==> src/rtl/dp_arbiter.sv <==
// rtl/dp_arbiter.sv - two-port arbiter sharing the ALU/register-file control bundle
module dp_arbiter #(
    parameter int MAX_HOLD = 16,
    parameter int HCW      = 5
) (
    input  logic       clk,
    input  logic       reset,
    input  logic       req0,
    input  logic       req1,
    input  logic [7:0] const0,
    input  logic [7:0] const1,
    input  logic [2:0] inmux0,
    input  logic [2:0] inmux1,
    input  logic [3:0] outmux0,
    input  logic [3:0] outmux1,
    input  logic [3:0] regadd0,
    input  logic [3:0] regadd1,
    input  logic       we0,
    input  logic       we1,
    input  logic [1:0] inssel0,
    input  logic [1:0] inssel1,
    output logic       gnt0,
    output logic       gnt1,
    output logic [7:0] CUconst,
    output logic [2:0] InMuxAdd,
    output logic [3:0] OutMuxAdd,
    output logic [3:0] RegAdd,
    output logic       WE,
    output logic [1:0] InsSel,
    output logic       Busy
);

    typedef enum logic [1:0] {
        IDLE = 2'd0,
        GNT0 = 2'd1,
        GNT1 = 2'd2
    } state_t;

    // Last cycle of a grant's allowance when the other port is waiting.
    localparam logic [HCW-1:0] HOLD_LIM = HCW'(MAX_HOLD - 1);

    state_t         state;
    logic           last;
    logic [HCW-1:0] hold;

    // Arbitration FSM: grant selection, fairness memory and hold counter.
    // The hold counter stops at HOLD_LIM while the other port is quiet, so a
    // late request from the other side is served at the next edge.
    always_ff @(posedge clk) begin
        if (reset) begin
            state <= IDLE;
            gnt0  <= 1'b0;
            gnt1  <= 1'b0;
            last  <= 1'b1;
            hold  <= '0;
        end else begin
            case (state)
                IDLE: begin
                    if (req0 && (!req1 || last)) begin
                        state <= GNT0;
                        gnt0  <= 1'b1;
                        gnt1  <= 1'b0;
                        last  <= 1'b0;
                        hold  <= '0;
                    end else if (req1) begin
                        state <= GNT1;
                        gnt0  <= 1'b0;
                        gnt1  <= 1'b1;
                        last  <= 1'b1;
                        hold  <= '0;
                    end
                end
                GNT0: begin
                    if (!req0 || (req1 && hold == HOLD_LIM)) begin
                        if (req1) begin
                            state <= GNT1;
                            gnt0  <= 1'b0;
                            gnt1  <= 1'b1;
                            last  <= 1'b1;
                            hold  <= '0;
                        end else begin
                            state <= IDLE;
                            gnt0  <= 1'b0;
                            gnt1  <= 1'b0;
                        end
                    end else if (hold != HOLD_LIM) begin
                        hold <= hold + 1'b1;
                    end
                end
                GNT1: begin
                    if (!req1 || (req0 && hold == HOLD_LIM)) begin
                        if (req0) begin
                            state <= GNT0;
                            gnt0  <= 1'b1;
                            gnt1  <= 1'b0;
                            last  <= 1'b0;
                            hold  <= '0;
                        end else begin
                            state <= IDLE;
                            gnt0  <= 1'b0;
                            gnt1  <= 1'b0;
                        end
                    end else if (hold != HOLD_LIM) begin
                        hold <= hold + 1'b1;
                    end
                end
                default: begin
                    state <= IDLE;
                    gnt0  <= 1'b0;
                    gnt1  <= 1'b0;
                end
            endcase
        end
    end

    // Datapath bundle mux; the write enable also needs the owner's live request.
    always_comb begin
        CUconst   = '0;
        InMuxAdd  = '0;
        OutMuxAdd = '0;
        RegAdd    = '0;
        WE        = 1'b0;
        InsSel    = '0;
        case (state)
            GNT0: begin
                CUconst   = const0;
                InMuxAdd  = inmux0;
                OutMuxAdd = outmux0;
                RegAdd    = regadd0;
                WE        = we0 & req0;
                InsSel    = inssel0;
            end
            GNT1: begin
                CUconst   = const1;
                InMuxAdd  = inmux1;
                OutMuxAdd = outmux1;
                RegAdd    = regadd1;
                WE        = we1 & req1;
                InsSel    = inssel1;
            end
            default: ;
        endcase
    end

    assign Busy = gnt0 | gnt1;

endmodule

==> config.mk <==
export PLATFORM = sky130hd
export DESIGN_NAME = dp_arbiter
export DESIGN_NICKNAME = d
export VERILOG_FILES = /design/src/rtl/dp_arbiter.sv
export SDC_FILE = /design/constraint.sdc
export NUM_CORES = 1
export LEC_CHECK = 0
export CORE_ASPECT_RATIO = 1.5
export CORE_MARGIN = 4
export CORE_UTILIZATION = 30
export DETAILED_ROUTE_END_ITERATION = 8
export PLACE_DENSITY_LB_ADDON = 0.12
export SETUP_SLACK_MARGIN = 0.05
export SYNTH_ARGS = -nofsm -noshare
export SYNTH_HDL_FRONTEND = slang
export SYNTH_SLANG_ARGS = --single-unit
==> constraint.sdc <==
create_clock -name clk -period 1.65 [get_ports clk]
set_input_delay 0.165 -clock clk [delete_from_list [all_inputs] [get_ports clk]]
set_output_delay 0.165 -clock clk [all_outputs]
set_load 0.01 [all_outputs]
## After elaboration in Yosys (flattened, before gate mapping)

Cells that the tools add are included.

| storage, ports and cells | value |
|---|---|
| bits in registers | 10 |
| bits of input ports | 48 |
| output and inout bits | 25 |
| word-level logic and storage cells | 69 |

| cells by class | value |
|---|---|
| add/subtract/negate cells | 1 |
| eq/ne operators | 9 |
| mux-type cells | 38 |
| bitwise logic cells | 3 |
| reduce and logical (&&, ||, !) cells | 13 |

Operators with widths:

| kind | number |
|---|---|
| $mux 5 | 6 |
| $mux 1 | 16 |
| $pmux 4 s2 | 2 |
| $pmux 8 s2 | 1 |
| $pmux 5 s3 | 1 |
| $mux 2 | 5 |
| $pmux 1 s3 | 3 |
| $ne 2x2->1 const B | 3 |
| $ne 3x3->1 const B | 2 |
| $pmux 2 s3 | 1 |
| $pmux 3 s2 | 1 |
| $add 5x1->5 const B | 1 |
| $eq 5x4->1 const B | 1 |
| $ne 5x4->1 const B | 1 |
| $pmux 2 s2 | 1 |
| $reduce_and 4->1 | 1 |
| $logic_and 1x1->1 | 3 |
| $logic_or 1x1->1 | 3 |
| $reduce_and 3->1 | 1 |
| $reduce_bool 3->1 | 1 |
| $and 1x1->1 | 2 |
| $eq 2x1->1 const B | 1 |
| $eq 2x2->1 const B | 1 |
| $logic_not 1->1 | 2 |
| 4 further kinds | 4 |

## Logic depth before layout (Yosys ltp)

| depth | value |
|---|---|
| depth after elaboration | 5 |
| mapped depth | 7 |
| depth with buffers taken out | 6 |

## Least setup slack after synthesis

Ideal clock, no wire load.

| timing | value |
|---|---|
| kind | register -> register |
| from | register state[0] |
| to | register hold[0] |
| library setup time | 0.117 ns |
| arrival | 1.598 ns |
| data required time | 1.533 ns |
| path slack | -0.065 ns |
| stages on the path, launching flop included | 7 |
| path buffers | 0 |
| period minus slack after synthesis | 1.715 ns |
| cells stage by stage | dfxtp_1 > inv_1 > ha_1 > or3b_1 > a21oi_2 > o2bb2ai_1 > a22o_1 |

| on the way | value |
|---|---|
| word-level cells in the longest chain between the ends | 3 |
| elaborated cells between the ends (all ways) | 7 |
| those cells by class | eq/ne: 3; mux: 1; reduce/logical: 3 |

Ends and longest elaborated chain:

| what | RTL line | RTL |
|---|---|---|
| start: declaration | 42 | `state_t state;` |
| start signal: assignment | 51 | `state <= IDLE;` |
| start signal: assignment | 60 | `state <= GNT0;` |
| start signal: assignment | 66 | `state <= GNT1;` |
| $eq 2x2->1 (tied with other cells) | 57 | `case (state)` |
| $ne 3x3->1 (no line) / $reduce_bool 3->1 (equally long branches) | - |  |
| $reduce_and 2->1 (no line) | - |  |
| end signal: assignment | 87 | `hold <= hold + 1'b1;` |
| end signal: assignment | 104 | `hold <= hold + 1'b1;` |
| end: declaration | 44 | `logic [HCW-1:0] hold;` |

Parallel ways exist; a longest one is shown, timed or not.
A chain may end at the register's enable or synchronous reset.

## Final worst setup path

| timing | value |
|---|---|
| from | register state[1] |
| to | register hold[0] |

The elaborated chain is that of the path after synthesis.

==> flow_summary.toml <==
[placement]
portBuffers = 72
gp_congestion = 0.797
dp.cells = 234
hpwl_mm = 3.06

[die]
initial_core_util = 0.320
die_h_um = 77.3
placeableCoreArea_sq_um = 3000
fp.dieW_um = 54.2
rows = 24
die_area_sq_um = 4190
num_io_pins = 73

[sta]
finalSetupTns_ns = -2.05
fmax_mhz = 557
slew_viol_final = 0
holdWs_ns = 0.489
relSlewSlack = 0.755
post-route-period-util = 1.09
final_hold_viol_count = 0
fin_crit_ns = 1.80
grt_setup_unrepaired = "true"
max_slew.worst_pin.slew_ns = 0.367
worst_slack_ns = -0.145
clock_skew_ns = 0.00272
setup_viol = 27

[setup_path]
required_ns = 1.83
endpoint_kind = "register"
cp.arrival_ns = 1.98
critPathMaxFanout = 5
ff2ff_path_depth = 7
rrSetupSlack_ns = -0.15
start_kind = "register"
crit_type = "register to register"

[synth]
syn_area_sq_um = 960
synth_most_common_cell = "a22o_1"
synth_common_cells = "23 x a22o_1, 10 x dfxtp_1, 8 x a21oi_1, 8 x nor2_1, 7 x nand3_1"
async_reset_ff_frac = 0
ys.flop_type = "dfxtp_1"
yosys-top-cells-area = "a22o_1 21%, dfxtp_1 21%, ha_1 6.5%, a21oi_1 4.2%, nand3_1 3.7%"
synthCells = 109
yosysSeqAreaShare = 0.209
yosys_warnings = 0
avgSynthCellArea_sq_um = 8.80
synth_cell_type_count = 36
synth_area_leader_cell = "a22o_1"
yosysTopAreaCellShare = 0.210
synth-seq-cells = 10
synth_nets = 162
synth_edf_count = 0

[power_and_ir_drop]
p_leak_nw = 0.862
power_frac_seq = 0.164
power_density_nw_per_um2 = 1000
combPwrFrac = 0.706
switching_power_w = 0.000743
intPower_w = 0.00125
switching_share = 0.373
pwr-share-clk = 0.130
vdd_ir_drop_max_mv = 0.482

[clock_network]
cts_buffer_depth = 2
cts_tree = "done"
cts_buffers = 3
clk_pin_slew_ns = 0.05
htreeDepth = 1
cts.sinks = 10
cts_root_buf = "clkbuf_8"
clock_latency_ns = 0.24

[route]
drt-total-wl_mm = 3.94
vias = 1288
via_per_inst = 5.21
ant_nets = 0
avgRoutedWirePerCell_um = 15.9
drcViolationCount = 0
drt_first_pass_iters = 4
drt-initial-drc-count = 28

[finish]
drive_gt1_frac = 0.418
finalNetCount = 263
areaGrowthSynthToFinish_pct = 107
fillers = 271
stdcell_count = 247
diodes = 0

[grt]
grt_pass1_vias = 1396
antenna_found_initial = 0
grt_usage = 0.201
grt_start_max_net_pins = 12
grt_first_pass_wirelength_mm = 6.32
grt-ovfl-total = 0

[run]
maxCapViolCount = 0

[outcome]
outcome = "complete, but fails checks"
violations = "negative setup slack"

[min_path]
hold-path-cell-count = 2
hold_path_class = "register to register"
## layer usage
metal | wire length [um] | vias to the layer above | GRT usage
li1 | - | 625 | -
met1 | 1230 | 600 | 0.174
met3 | 259 | 10 | 0.0736
met5 | 0 | - | 0
met2 | 2350 | 53 | 0.373
met4 | 97 | 0 | 0.0973
## logic make-up after synthesis
| kind of cell | synth area share |
|---|---|
| buf+inv | 0.0522 |
| flops | 0.209 |
| mux | 0.0104 |
| fa+ha+maj | 0.0652 |
| compound gates | 0.467 |
| simple gates | 0.197 |
## critical path: stages (launching register included)
cell       delay, ns
dfxtp_2         0.35
inv_4           0.05
ha_4            0.28
buf_6           0.10
or3b_4          0.38
a211oi_4        0.27
o2bb2ai_2       0.16
a22o_1          0.16
## path summary, 6_finish.rpt
kind             from      end
max          state[1]  hold[0]
max reg2reg  state[1]  hold[0]
min reg2reg   hold[4]  hold[4]
min           hold[4]  hold[4]
## power groups by stage
stage | Clock, W | Combinational, W | Sequential, W
detailed placement | 0 | 0.00127 | 0.000330
floorplan | 0 | 0.000635 | 0.000333
CTS | 0.000269 | 0.00136 | 0.000322
global route | 0.000285 | 0.00153 | 0.000329
finish | 0.000259 | 0.00140 | 0.000326
global placement | 0 | 0.00125 | 0.000327
## layout by cell type, fill, tap and decap left out, drive strengths merged, types with 3 or more instances in the layout
| cell | count |
|---|---|
| a21oi | 9 |
| clkdlybuf4s50 | 50 |
| nand2 | 4 |
| clkbuf | 3 |
| a22o | 24 |
| ha | 5 |
| dfxtp | 10 |
| a211oi | 3 |
| buf | 53 |
| nand3 | 7 |
| or3b | 3 |
| inv | 5 |
| nor2 | 8 |
| nand2b | 4 |
## area by class of cell
type	count	area, sq um	area share
Multi-Input combinational cell	87	761	0.383
Sequential cell	10	203	0.102
Timing Repair Buffer	103	911	0.459
Inverter	5	21.3	0.0107
Tap cell	39	48.8	0.0246
Clock buffer	3	41.3	0.0208
## state kept, by name, indices dropped and copies added (netlist names)
name,count
last,1
hold,5
state,2
gnt1,1
gnt0,1
## per-stage QoR
step                      instance area, sq um  power (W)   util  setup WS, ns
after floorplan                            977   0.000968      -        0.0364
after global placement                    1890    0.00158  0.628        -0.209
after detailed placement                  1890    0.00160  0.628        -0.235
after global routing                      1990    0.00214  0.661        -0.227
final                                     1990    0.00199  0.661        -0.145
after CTS                                 1950    0.00196  0.648        -0.121
## repair_timing
item,4_1_cts,5_1_grt
hold buffers,0,0
endpoints found under the setup margin,32,32
setup buffers,6,1
resized for setup,106,7
pin swaps,10,7
cloned,3,0
Power figures use the tool's default switching activity.
